<file path="src/rtl/regwb_pkg.sv">
// Shared types and constants for the register-file writeback arbiter.
package regwb_pkg;

    localparam int REG_W  = 5;
    localparam int DATA_W = 32;
    localparam logic [REG_W-1:0] REG_ZERO = 5'd0;

    typedef struct packed {
        logic              we;
        logic [REG_W-1:0]  rd;
        logic [DATA_W-1:0] data;
    } wb_commit_t;

    function automatic logic is_zero_reg(input logic [REG_W-1:0] r);
        return r == REG_ZERO;
    endfunction

endpackage

</file>
<file path="src/rtl/regwb_fifo.sv">
// Long-latency result queue with per-entry kill flags, kill-by-register and
// two register-match queries used for decode stall checks.
module regwb_fifo
    import regwb_pkg::*;
#(
    parameter int DEPTH = 4
) (
    input  logic              clk,
    input  logic              reset,
    input  logic              push,
    input  logic [REG_W-1:0]  push_reg,
    input  logic [DATA_W-1:0] push_data,
    input  logic              pop,
    input  logic              kill_en,
    input  logic [REG_W-1:0]  kill_reg,
    input  logic [REG_W-1:0]  q1_reg,
    input  logic [REG_W-1:0]  q2_reg,
    output logic              q1_hit,
    output logic              q2_hit,
    output logic [REG_W-1:0]  head_reg,
    output logic [DATA_W-1:0] head_data,
    output logic              head_live,
    output logic              empty,
    output logic              full
);

    localparam int AW = $clog2(DEPTH);

    logic [REG_W-1:0]  reg_q  [DEPTH];
    logic [REG_W-1:0]  reg_d  [DEPTH];
    logic [DATA_W-1:0] data_q [DEPTH];
    logic [DATA_W-1:0] data_d [DEPTH];
    logic              vld_q  [DEPTH];
    logic              vld_d  [DEPTH];
    logic              kill_q [DEPTH];
    logic              kill_d [DEPTH];
    logic [AW-1:0]     rd_ptr_q, rd_ptr_d;
    logic [AW-1:0]     wr_ptr_q, wr_ptr_d;
    logic [AW:0]       count_q, count_d;

    always_comb begin
        for (int i = 0; i < DEPTH; i++) begin
            reg_d[i]  = reg_q[i];
            data_d[i] = data_q[i];
            vld_d[i]  = vld_q[i];
            kill_d[i] = kill_q[i];
            if (kill_en && vld_q[i] && (reg_q[i] == kill_reg)) begin
                kill_d[i] = 1'b1;
            end
        end
        if (pop) begin
            vld_d[rd_ptr_q] = 1'b0;
        end
        // An entry pushed alongside an ALU write to the same register is older than it.
        if (push) begin
            reg_d[wr_ptr_q]  = push_reg;
            data_d[wr_ptr_q] = push_data;
            vld_d[wr_ptr_q]  = 1'b1;
            kill_d[wr_ptr_q] = is_zero_reg(push_reg) || (kill_en && (push_reg == kill_reg));
        end
        rd_ptr_d = rd_ptr_q + AW'(pop);
        wr_ptr_d = wr_ptr_q + AW'(push);
        count_d  = count_q + (AW+1)'(push) - (AW+1)'(pop);
    end

    always_ff @(posedge clk) begin
        if (reset) begin
            for (int i = 0; i < DEPTH; i++) begin
                vld_q[i]  <= 1'b0;
                kill_q[i] <= 1'b0;
            end
            rd_ptr_q <= '0;
            wr_ptr_q <= '0;
            count_q  <= '0;
        end else begin
            for (int i = 0; i < DEPTH; i++) begin
                vld_q[i]  <= vld_d[i];
                kill_q[i] <= kill_d[i];
            end
            rd_ptr_q <= rd_ptr_d;
            wr_ptr_q <= wr_ptr_d;
            count_q  <= count_d;
        end
    end

    always_ff @(posedge clk) begin
        for (int i = 0; i < DEPTH; i++) begin
            reg_q[i]  <= reg_d[i];
            data_q[i] <= data_d[i];
        end
    end

    always_comb begin
        q1_hit = 1'b0;
        q2_hit = 1'b0;
        for (int i = 0; i < DEPTH; i++) begin
            if (vld_q[i] && !kill_q[i] && (reg_q[i] == q1_reg)) q1_hit = 1'b1;
            if (vld_q[i] && !kill_q[i] && (reg_q[i] == q2_reg)) q2_hit = 1'b1;
        end
    end

    assign head_reg  = reg_q[rd_ptr_q];
    assign head_data = data_q[rd_ptr_q];
    assign empty     = (count_q == '0);
    assign full      = (count_q == (AW+1)'(DEPTH));
    assign head_live = !empty && vld_q[rd_ptr_q] && !kill_q[rd_ptr_q];

endmodule

</file>
<file path="src/rtl/regwb.sv">
// Writeback arbiter: ALU results take the register-file port first, queued
// long-latency results fill idle slots, and a starving head eventually stalls the ALU.
module regwb
    import regwb_pkg::*;
#(
    parameter int DEPTH      = 4,
    parameter int STARVE_MAX = 8
) (
    input  logic        clk,
    input  logic        reset,
    input  logic        alu_valid,
    output logic        alu_ready,
    input  logic [4:0]  alu_reg,
    input  logic [31:0] alu_data,
    input  logic        ld_valid,
    output logic        ld_ready,
    input  logic [4:0]  ld_reg,
    input  logic [31:0] ld_data,
    input  logic [4:0]  read1,
    input  logic [4:0]  read2,
    output logic        pend1,
    output logic        pend2,
    output logic        regwrite,
    output logic [4:0]  wrreg,
    output logic [31:0] wrdata
);

    localparam int AGE_W = $clog2(STARVE_MAX + 1);

    logic              stall;
    logic              alu_write;
    logic              push;
    logic              pop;
    logic              q1_hit, q2_hit;
    logic [REG_W-1:0]  head_reg;
    logic [DATA_W-1:0] head_data;
    logic              head_live;
    logic              fifo_empty, fifo_full;
    logic [AGE_W-1:0]  age_q, age_d;
    wb_commit_t        commit_q, commit_d;

    regwb_fifo #(.DEPTH(DEPTH)) u_fifo (
        .clk       (clk),
        .reset     (reset),
        .push      (push),
        .push_reg  (ld_reg),
        .push_data (ld_data),
        .pop       (pop),
        .kill_en   (alu_write),
        .kill_reg  (alu_reg),
        .q1_reg    (read1),
        .q2_reg    (read2),
        .q1_hit    (q1_hit),
        .q2_hit    (q2_hit),
        .head_reg  (head_reg),
        .head_data (head_data),
        .head_live (head_live),
        .empty     (fifo_empty),
        .full      (fifo_full)
    );

    always_comb begin
        stall     = (age_q == AGE_W'(STARVE_MAX)) && head_live;
        alu_ready = !reset && !stall;
        ld_ready  = !reset && !fifo_full;
        alu_write = alu_valid && alu_ready && !is_zero_reg(alu_reg);
        push      = ld_valid && ld_ready;
        pop       = !reset && !alu_write && !fifo_empty;

        // Killed heads still consume the pop slot but leave the write port idle.
        commit_d    = commit_q;
        commit_d.we = 1'b0;
        if (alu_write) begin
            commit_d = '{we: 1'b1, rd: alu_reg, data: alu_data};
        end else if (pop && head_live) begin
            commit_d = '{we: 1'b1, rd: head_reg, data: head_data};
        end

        age_d = age_q;
        if (pop) begin
            age_d = '0;
        end else if (head_live && alu_write && (age_q != AGE_W'(STARVE_MAX))) begin
            age_d = age_q + AGE_W'(1);
        end
    end

    always_ff @(posedge clk) begin
        if (reset) begin
            commit_q <= '0;
            age_q    <= '0;
        end else begin
            commit_q <= commit_d;
            age_q    <= age_d;
        end
    end

    assign pend1    = !reset && !is_zero_reg(read1) && q1_hit;
    assign pend2    = !reset && !is_zero_reg(read2) && q2_hit;
    assign regwrite = commit_q.we;
    assign wrreg    = commit_q.rd;
    assign wrdata   = commit_q.data;

endmodule
</file>
<file path="config.mk">
export PLATFORM = sky130hd
export DESIGN_NAME = regwb
export DESIGN_NICKNAME = d
export VERILOG_FILES = /design/src/rtl/regwb_pkg.sv /design/src/rtl/regwb_fifo.sv /design/src/rtl/regwb.sv
export SDC_FILE = /design/constraint.sdc
export NUM_CORES = 1
export LEC_CHECK = 0
export ABC_AREA = 1
export BUFFER_PORTS_ARGS = -buffer_cell sky130_fd_sc_hd__buf_2
export CAP_MARGIN = 30
export CORE_ASPECT_RATIO = 1.5
export CORE_MARGIN = 8
export CORE_UTILIZATION = 55
export CTS_CLUSTER_DIAMETER = 150
export CTS_CLUSTER_SIZE = 14
export DETAILED_ROUTE_END_ITERATION = 8
export PLACE_DENSITY = 0.73
export REMOVE_ABC_BUFFERS = 1
export SLEW_MARGIN = 20
export SYNTH_ARGS = -nofsm -noshare
export SYNTH_HDL_FRONTEND = slang
export SYNTH_HIERARCHICAL = 1
export SYNTH_SLANG_ARGS = --single-unit
</file>
<file path="constraint.sdc">
create_clock -name clk -period 5.45 [get_ports clk]
set_input_delay 0.2725 -clock clk [delete_from_list [all_inputs] [get_ports clk]]
set_output_delay 0.2725 -clock clk [all_outputs]
set_load 0.05 [all_outputs]
</file>
* Word-level counts from Yosys, hierarchy flattened *
Memories as Yosys holds them, arrays and structs flattened. A register that Yosys moved wholly into a read port is not among the register bits.
Cells that the tools add are included.
Widths: inputs -> output; s select.

storage, ports and cells
  RAM bits = 156
  output and inout bits = 42
  ROM bits = 0
  register bits = 49
  memories kept = 4
  bits in latches = 0
  word-level logic and storage cells = 155
  input bits = 88

memories
  memory         depth  bits a word  read ports  clocked after Yosys merged registers in  wr ports  RTL line          RTL
  u_fifo.data_q  4      32           5           1                                        4         regwb_fifo.sv:31  logic [DATA_W-1:0] data_q [DEPTH];
  u_fifo.reg_q   4      5            5           1                                        4         regwb_fifo.sv:29  logic [REG_W-1:0] reg_q [DEPTH];
  u_fifo.kill_q  4      1            5           1                                        4         regwb_fifo.sv:35  logic kill_q [DEPTH];
  u_fifo.vld_q   4      1            5           1                                        4         regwb_fifo.sv:33  logic vld_q [DEPTH];

cells by class
  equality and inequality tests = 16
  muxes and demuxes = 45
  bitwise operators = 13
  multipliers = 0
  div/mod/pow operators = 0
  shift-type cells = 0
  order comparisons = 4
  $add $sub $neg = 5
  reduce and logical (&&, ||, !) cells = 61

operator list
  operator             count
  $bwmux 128           1
  $mux 128             1
  $mux 38              2
  $eq 5x5->1           13
  $demux 32 s2         1
  $logic_and 1x1->1    40
  $mux 32              1
  $mux 1               25
  $bwmux 20            1
  $logic_not 5->1      4
  $mux 20              1
  $logic_not 1->1      13
  $mux 4               3
  $demux 5 s2          1
  $mux 2               4
  $or 1x1->1           8
  $ge 3x3->1 const B   2
  $lt 3x1->1 const B   2
  $not 2->3            2
  $mux 5               1
  $add 2x1->2          2
  $add 4x1->4 const B  1
  $and 4x4->4          1
  $bwmux 4             1
  12 further kinds     13

* Depth between registers and ports, before layout *
Gate-level depths: netlist of the first run.

  depth in word-level cells = 16
  depth in mapped cells = 19
  depth with buffers taken out = 17

* Modules after synthesis *
Netlist of the first run, hierarchy kept.

modules (own cells, without submodules)
  module      instances  cells each  sequential area each (sq um)  area each (sq um)
  regwb_fifo  1          649         4744.6                        7046.8
  regwb       1          349         840.8                         2446.1

* Worst setup path after synthesis of the first run *
OpenSTA, ideal clock, no wires.

  path type = flip-flop to flip-flop
  from = register u_fifo.count_q[1]
  to = memory u_fifo.kill_q[1]
  library setup time = 115 ps
  stages on the path, launching flop included = 10
  setup slack = 1243 ps
  data arrival time = 4093 ps
  required time = 5335 ps
  buffers on the path = 0
  clock period less this slack = 4207 ps
  path through = dfxtp_1 -> inv_1 -> nand2_1 -> nor2_1 -> nor3b_1 -> inv_1 -> nor3_1 -> inv_1 -> nor2_1 -> nor2_1

RTL lines
  item                    RTL line          RTL
  from (decl)             regwb_fifo.sv:39  logic [AW:0] count_q, count_d;
  from (signal assigned)  regwb_fifo.sv:82  count_q <= count_d;
  to (decl)               regwb_fifo.sv:35

==> flow_metrics.py, run 1 <==
metrics = {
    "yosys": {
        "synth_cell_types": 31,
        "post_synthesis_mean_instance_area_um2": 9.51,
        "synth.yosys.warnings": 6,
        "synth_simple_gate_area_share_pct": 20.3,
        "ys_seq_area_share_pct": 58.8,
        "postSynth.topFlopCell": "edfxtp_1",
        "parity_gate_share_of_the_synthesized_area_counting_xor_and_xnor_cells_pct": 1.57,
        "synth_compound_gate_area_share_pct": 10.6,
        "synthArstFlopShare_pct": 0,
        "synth.cell_area_mm2": 0.00949,
        "synth_cells": 998,
        "number_of_synthesized_flops_with_an_enable_pin": 148,
        "main_combinational_cell_family_by_area_after_synthesis": "simple AND/OR/NAND/NOR gates",
        "synth.ff_latch_count": 205,
        "post_synth_mux_area_share_pct": 0,
        "adder_cell_area_share_of_the_yosys_netlist_pct": 1.00,
    },
    "cts": {
        "clk_transition_reported_paths_ns": 0.07,
        "root_buffer": "clkbuf_16",
        "sink_count": 205,
        "post_cts_resize_count": 0,
        "cts_tree": "built",
        "clock_latency_ns": 0.49,
        "cts_max_level": 1,
        "cts_made_buffers": 18,
        "buffers_from_clock_root_to_sink_at_most": 3,
    },
    "setup_path": {
        "worst_path_cell_chain": "nand2_1 -> inv_2 -> nand2_1 -> o211ai_1 -> nor3_2 -> nand4_1 -> nand2_2 -> nor2_4 -> nor2_1 -> ha_1 -> inv_1 -> ha_1 -> fa_1 -> xnor2_1 -> nor2_1",
        "worst-r2r-setup-slack_ns": 2.11,
        "cp_endpoint_kind": "flip-flop",
        "setup.worst_path.class": "reg -> reg",
        "startpoint": "u_fifo/rd_ptr_q[1]$_SDFF_PP0_",
        "cp.buffers_inverters": 2,
        "cpLargestDelayFamily": "adder cells",
        "slowest_delay_ns": 0.60,
        "critical_path.max_fanout": 34,
        "worst_setup_path_start_kind": "flip-flop",
        "critical_path.slowest_cell": "inv_2",
        "r2r_end": "u_fifo/count_q[2]$_SDFF_PP0_",
        "crit_required_ns": 5.81,
        "worstPathArrival_ns": 3.71,
        "reg2regPathDepth": 15,
        "r2r_path_start": "u_fifo/rd_ptr_q[1]$_SDFF_PP0_",
    },
    "worst_hold_path": {
        "worstHoldPathCells": 1,
        "hp-class": "in -> reg",
        "hold_path.startpoint": "ld_data[26]",
        "hold-path-endpoint": "u_fifo/data_q[2][26]$_DFFE_PP_",
    },
    "timing": {
        "clock_tree_skew_after_final_layout_ns": 0.0180,
        "maxSlewViolCount": 0,
        "post_route_minimum_period_ns": 3.34,
        "final-setup-viol-count": 0,
        "max_clock_freq_ghz": 0.299,
        "max_slew.worst_pin.slew_ns": 0.900,
        "timing.slew.headroom_pct": 40.0,
        "finalCritPeriodShare_pct": 61.3,
        "finalWorstSetupSlack_ns": 2.11,
        "final-hold-violation-count": 0,
        "rsz_0062_raised_after_global_routing": "no",
    },
    "detailed_routing": {
        "detail_route.vias_per_cell": 5.67,
        "detail_route.drc_violations": 0,
        "detail-route-antenna-nets": 0,
        "route.vias.total": 7621,
        "avgRoutedWirePerCell_um": 19.7,
        "routed_wl_mm": 26.5,
        "drt_first_iter_violations": 584,
        "first_pass_iters": 5,
    },
    "die": {
        "fp-row-count": 59,
        "die_span_in_y_um": 177,
        "num_io_pins": 130,
        "fp.coreArea_mm2": 0.0171,
        "die_area_mm2": 0.0218,
        "die_width_um": 123,
        "initial_core_util_pct": 55.4,
    },
    "cells_and_area": {
        "layout-drive-gt1-share_pct": 17.3,
        "numnets_final": 1214,
        "num-fill-cells": 1450,
        "syn2layout_area_growth_pct": 14.7,
        "antenna_cell_count": 0,
        "final_area_mm2": 0.0109,
        "final_cell_count_no_fill": 1344,
    },
    "grt": {
        "grt_antenna_before_repair": 0,
        "overall_overflow_remaining_after_global_route": 0,
        "grt_pass1_vias": 7738,
        "global_route_wire_length_before_repair_mm": 41.3,
        "grt_max_degree": 77,
        "grt.total_usage_pct": 24.4,
    },
    "power_and_ir_drop": {
        "power_share_of_the_combinational_group_pct": 21.5,
        "leakagePower_nw": 4.77,
        "power_density_mw_per_mm2": 350,
        "switchingPower_mw": 1.17,
        "power.share.switching_pct": 30.7,
        "clock_power_share_pct": 31.0,
        "ir_worst_vdd_mv": 0.308,
        "power.internal_mw": 2.64,
        "power.share.sequential_pct": 47.5,
    },
    "placed_design": {
        "dp.final_hpwl_mm": 17.3,
        "place_inst": 1301,
        "place_area_mm2": 0.0102,
        "finalWeightedCongestion": 0.999,
        "io_buffer_count": 129,
        "dpl_worst_slack_ns": 2.12,
    },
    "run": {
        "cap_viol_max_count": 0,
    },
    "run_status": {
        "run_status": "finished, final reports clean",
    },
}
## power by group through the flow
stage          logic (mW)  registers [mW]  clock network, mW
5_1_grt             0.900            1.82               1.25
6_report            0.821            1.81               1.18
3_5_place_dp        0.807            1.84                  0
2_1_floorplan       0.462            1.89                  0
4_1_cts             0.818            1.81               1.20
3_3_place_gp        0.797            1.84                  0
## worst reg2reg max path, delay by kind of cell, from the launching register on
kind | cells | cell delay [ns]
fa+ha+maj | 3 | 0.95
simple gates | 8 | 0.87
buf+inv | 2 | 0.64
flops | 1 | 0.46
xor+xnor | 1 | 0.18
compound gates | 1 | 0.13
## cells by family after synthesis
logic type                 after synthesis
and+or+nand+nor                        459
DFF                                    205
buffers and inverters                  170
AOI/OAI and AO/OA                      140
xor gates and xnor gates                17
adders and majority gates                7
## cell usage in the layout (no fill, tap or decap)
cell type and n:
o211ai_1 29, clkbuf_16 19, clkbuf_1 12, inv_1 103, a22oi_1 62, o22ai_1 3, nand3_1 64, nand2_1 256
nand2_2 1, inv_2 19, inv_4 1, nand2_4 1, nor2_2 1, nor2_4 4, o21ai_1 9, dfxtp_1 57
fa_1 1, o21ai_0 17, nand4_1 38, o221ai_1 3, nor2_1 84, a21oi_1 8, nor3b_1 1, nor3_2 3
xor2_1 12, o211ai_2 9, buf_2 129, edfxtp_1 148, ha_1 6, clkinv_1 1, buf_4 8, dlygate4sd3_1 10
buf_12 1, nor3_1 6, xnor2_1 5
## synth_stat cells, drive strengths merged, types with 5 or more instances
master	n	area share [%]
nand2	258	10
buf	32	2.2
nor2	89	3.6
nand4	38	2.5
xor2	12	1.1
ha	6	0.79
a22oi	62	4.9
clkbuf	15	0.59
nor3	9	0.47
o21ai	26	1.4
a21oi	8	0.42
dfxtp	57	12
edfxtp	148	47
nand3	64	3.4
o211ai	38	3.5
inv	122	4.8
xnor2	5	0.46
## how the worst max path moves through the flow
stage | slack [ns] | depth (start not counted) | to
after floorplan | -0.37 | 10 | age_q[2]$_SDFFE_PP0P_
after global placement | 2.21 | 11 | u_fifo/count_q[2]$_SDFF_PP0_
after detailed placement | 2.12 | 15 | u_fifo/count_q[2]$_SDFF_PP0_
after CTS | 2.10 | 15 | u_fifo/count_q[2]$_SDFF_PP0_
after global routing | 1.84 | 15 | u_fifo/count_q[2]$_SDFF_PP0_
final | 2.11 | 15 | u_fifo/count_q[2]$_SDFF_PP0_
## state kept, by name, indices dropped and copies added (netlist names)
register,count
age_q,4
regwrite,1
u_fifo/count_q,3
u_fifo/data_q,128
u_fifo/kill_q,4
u_fifo/rd_ptr_q,2
u_fifo/reg_q,20
u_fifo/vld_q,4
u_fifo/wr_ptr_q,2
wrdata,32
wrreg,5
## layout make-up
| type | instances | area [um^2] | area share [%] |
|---|---|---|---|
| clock buffer | 31 | 520 | 4.78 |
| clock inverter | 1 | 6.26 | 0.0574 |
| inverter | 123 | 462 | 4.24 |
| multi-input combinational | 623 | 3230 | 29.6 |
| sequential | 205 | 5590 | 51.3 |
| tap | 213 | 267 | 2.45 |
| timing repair buffer | 148 | 826 | 7.58 |
## per-layer routing
layer  track usage, %  share of wire (%)
met1             28.5                 39
met2             42.3                 51
met3             3.03                5.4
met4             13.4                4.9
met5                0                  0
## per-stage QoR
stage | power, mW | setup TNS (ns) | hold slack, ns | util, %
floorplan | 2.36 | -11.30 | 0.342 | -
global placement | 2.64 | 0 | 0.479 | 59.8
detailed placement | 2.65 | 0 | 0.486 | 59.8
CTS | 3.83 | 0 | 0.000115 | 63.4
global route | 3.97 | 0 | 0.00291 | 63.6
finish | 3.81 | 0 | 0.0139 | 63.6
## what timing repair did
item | in CTS | in global routing
hold endpoints to repair | 28 | 4
hold buffers | 9 | 1
setup buffers | 0 | 0
Note: power is estimated with default switching activity, not from simulation.
==> run 2, diff against run 1 <==
--- a/config.mk
+++ b/config.mk
@@ -5,7 +5,7 @@
 export SDC_FILE = /design/constraint.sdc
 export NUM_CORES = 1
 export LEC_CHECK = 0
-export ABC_AREA = 1
+export ABC_AREA = 0
 export BUFFER_PORTS_ARGS = -buffer_cell sky130_fd_sc_hd__buf_2
 export CAP_MARGIN = 30
 export CORE_ASPECT_RATIO = 1.5
==> constraint.sdc (replaced) <==
create_clock -name clk -period 3.15 [get_ports clk]
set_input_delay 0.1575 -clock clk [delete_from_list [all_inputs] [get_ports clk]]
set_output_delay 0.1575 -clock clk [all_outputs]
set_load 0.05 [all_outputs]
==> flow_metrics.py, run 2 <==
metrics = {
    "timing": {
        "post_route_minimum_period_ns": 3.07,
        "finalWorstSetupSlack_ns": 0.0845,
        "final-setup-viol-count": 0,
        "finalCritPeriodShare_pct": 97.3,
        "tns_ns": 0,
        "maxSlewViolCount": 0,
        "max_clock_freq_ghz": 0.326,
        "clock_tree_skew_after_final_layout_ns": 0.0152,
        "final-hold-violation-count": 0,
        "max_slew.worst_pin.slew_ns": 0.969,
        "timing.slew.headroom_pct": 35.4,
    },
    "run": {
        "cap_viol_max_count": 0,
    },
    "yosys": {
        "synth_cell_types": 43,
        "synth_top_area_share_pct": 49.3,
        "synth_simple_gate_area_share_pct": 7.09,
        "number_of_synthesized_flops_with_an_enable_pin": 148,
        "post_synth_mux_area_share_pct": 13.6,
        "main_combinational_cell_family_by_area_after_synthesis": "multiplexers",
        "yosys-top-cells-area": "edfxtp_1 (49%), dfxtp_1 (13%), mux4_2 (9.5%), xor2_1 (5.1%), a211oi_2 (4.2%)",
        "synthArstFlopShare_pct": 0,
        "synth.ff_latch_count": 205,
        "synth_top_cell_by_area": "edfxtp_1",
        "synth.cell_area_mm2": 0.00901,
        "post_synthesis_mean_instance_area_um2": 15.6,
        "synth_cells": 579,
        "synth_most_common_cell": "edfxtp_1",
        "adder_cell_area_share_of_the_yosys_netlist_pct": 1.05,
        "synth.yosys.warnings": 6,
        "post_synth_most_frequent_cells": "edfxtp_1 (148), dfxtp_1 (57), xor2_1 (52)",
        "ys_seq_area_share_pct": 62.0,
        "postSynth.topFlopCell": "edfxtp_1",
        "synth_compound_gate_area_share_pct": 6.70,
        "parity_gate_share_of_the_synthesized_area_counting_xor_and_xnor_cells_pct": 6.70,
    },
    "power_and_ir_drop": {
        "power_share_of_the_combinational_group_pct": 20.8,
        "power.share.switching_pct": 26.4,
        "power.share.sequential_pct": 48.1,
        "leakagePower_nw": 3.94,
        "power_density_mw_per_mm2": 585,
        "switchingPower_mw": 1.72,
        "ir_worst_vdd_mv": 0.524,
        "p_total_mw": 6.50,
        "power.internal_mw": 4.78,
        "clock_power_share_pct": 31.0,
    },
    "grt": {
        "grt_pass1_vias": 6381,
        "global_route_wire_length_before_repair_mm": 33.7,
        "overall_overflow_remaining_after_global_route": 0,
        "grt_antenna_before_repair": 2,
        "grt.total_usage_pct": 20.5,
        "grt_max_degree": 76,
    },
    "detailed_routing": {
        "avgRoutedWirePerCell_um": 21.3,
        "route.vias.total": 5654,
        "detail-route-antenna-nets": 0,
        "first_pass_iters": 4,
        "drt_first_iter_violations": 324,
        "routed_wl_mm": 21.1,
        "detail_route.drc_violations": 0,
        "detail_route.vias_per_cell": 5.69,
    },
    "die": {
        "die_span_in_y_um": 173,
        "initial_core_util_pct": 55.9,
        "die_width_um": 121,
        "fp.coreArea_mm2": 0.0161,
        "die_area_mm2": 0.0208,
        "num_io_pins": 130,
        "fp-row-count": 57,
    },
    "setup_path": {
        "critical_path.slowest_cell": "mux4_2",
        "worst_path_cell_chain": "nor2b_1 -> mux4_2 -> nor2b_4 -> and4b_1 -> a211o_4 -> inv_2 -> nor3_2 -> ha_1 -> inv_1 -> ha_2 -> fa_2 -> xnor2_2 -> xnor2_1 -> nor2_1",
        "worst_setup_path_start_kind": "flip-flop",
        "worstPathArrival_ns": 3.39,
        "critical_path.max_fanout": 3,
        "crit_required_ns": 3.47,
        "setup.worst_path.class": "reg -> reg",
        "slowest_delay_ns": 0.46,
        "startpoint": "u_fifo/vld_q[2]$_SDFF_PP0_",
        "cp_endpoint_kind": "flip-flop",
        "r2r_path_start": "u_fifo/vld_q[2]$_SDFF_PP0_",
    },
    "cells_and_area": {
        "layout-drive-gt1-share_pct": 34.3,
        "largest_register_ffs": 128,
        "syn2layout_area_growth_pct": 23.2,
        "final_core_util_pct": 68.9,
        "most_frequent_standard_cell_in_the_layout_excluding_fill_and_tap_cells": "edfxtp_1",
        "num-fill-cells": 1123,
        "largest-register": "u_fifo/data_q",
        "final_cell_count_no_fill": 993,
        "mostFrequentLayoutCells": "edfxtp_1 (148), buf_2 (129), dlygate4sd3_1 (59)",
        "numnets_final": 869,
    },
    "placed_design": {
        "dp.final_hpwl_mm": 13.6,
        "dpl_worst_slack_ns": -0.0753,
        "io_buffer_count": 129,
        "place_inst": 898,
        "finalWeightedCongestion": 0.903,
    },
    "run_status": {
        "run_status": "finished, final reports clean",
    },
    "cts": {
        "clock_latency_ns": 0.48,
        "sink_count": 205,
        "cts_max_level": 1,
        "buffers_from_clock_root_to_sink_at_most": 3,
        "clk_transition_reported_paths_ns": 0.07,
        "cts_tree": "built",
        "root_buffer": "clkbuf_16",
        "cts_made_buffers": 18,
    },
    "worst_hold_path": {
        "hold_path.startpoint": "alu_data[23]",
        "hp-class": "in -> reg",
    },
}
run 2: cell count changes after synthesis, moves of 29 or more:
cell / before / now
o211ai_1: 29 / 0
xor2_1: 12 / 52
nor2_1: 87 / 50
inv_1: 105 / 10
mux2i_1: 0 / 37
nand3_1: 64 / 12
a211oi_2: 0 / 30
nand2_1: 256 / 2
nand4_1: 38 / 2
mux4_2: 0 / 38
a22oi_1: 62 / 0
run 2: cells by family (layout without fill, tap and decap cells):
group | Yosys count | in the layout
other | 0 | 2
adder cells (fa/ha/maj) | 7 | 7
XOR/XNOR | 69 | 69
AO/OA/AOI/OAI | 62 | 62
AND/OR/NAND/NOR | 116 | 116
flip-flops | 205 | 205
buffers and inverters | 45 | 251
multiplexers | 75 | 75
run 2: power by group through the flow:
stage / clock network [mW] / logic, mW / registers [mW]
floorplan: 0 / 0.654 / 3.40
global placement: 0 / 1.25 / 3.17
CTS: 2.06 / 1.36 / 3.13
detailed placement: 0 / 1.27 / 3.18
finish: 2.02 / 1.36 / 3.13
global route: 2.18 / 1.46 / 3.14
run 2: final timing paths:
kind,end,slack (ns),cells past startpoint
setup / recovery,u_fifo/count_q[2]$_SDFF_PP0_,0.08,14
hold / removal,wrdata[23]$_SDFFE_PP0P_,0.01,3
setup reg to reg,u_fifo/count_q[2]$_SDFF_PP0_,0.08,14
hold reg to reg,u_fifo/vld_q[2]$_SDFF_PP0_,0.51,2
run 2: routing by layer:
layer / wire length [um] / global-route usage, %
met4: 626 / 8.73
met2: 11900 / 38.6
met1: 7790 / 22.2
met5: 0 / 0
met3: 770 / 2.71
run 2: area by class of cell:
cell class | instances | area [um^2] | area share [%]
sequential | 205 | 5590 | 50.4
multi-input combinational | 329 | 3240 | 29.2
timing repair buffer | 210 | 1450 | 13.1
clock buffer | 30 | 517 | 4.65
tap | 206 | 258 | 2.32
inverter | 10 | 37.5 | 0.338
clock inverter | 1 | 6.26 | 0.0563
antenna | 2 | 5.00 | 0.0451
run 2: what timing repair did:
item                       4_1_cts  5_1_grt
gates resized for setup          7        8
setup endpoints to repair        1        1
buffers inserted                 1        2
hold endpoints to repair       170        0
pin swaps                        5        6
hold buffers                    59        0
run 2: through the flow:
step                      area (um^2)  hold WS [ns]
after floorplan                  8790         0.222
after global placement           9920         0.368
after detailed placement         9920         0.374
after CTS                       11100       0.00152
after global routing            11100       0.00701
final                           11100        0.0130
run 2: worst max-delay path, delay by kind of cell, from the launching register on:
kind,cells,cell delay (ns)
buffers and inverters,2,0.11
and+or+nand+nor,5,0.61
muxes,1,0.46
DFF,1,0.33
AOI/OAI and AO/OA,1,0.27
adders and majority gates,3,0.84
xor gates and xnor gates,2,0.29
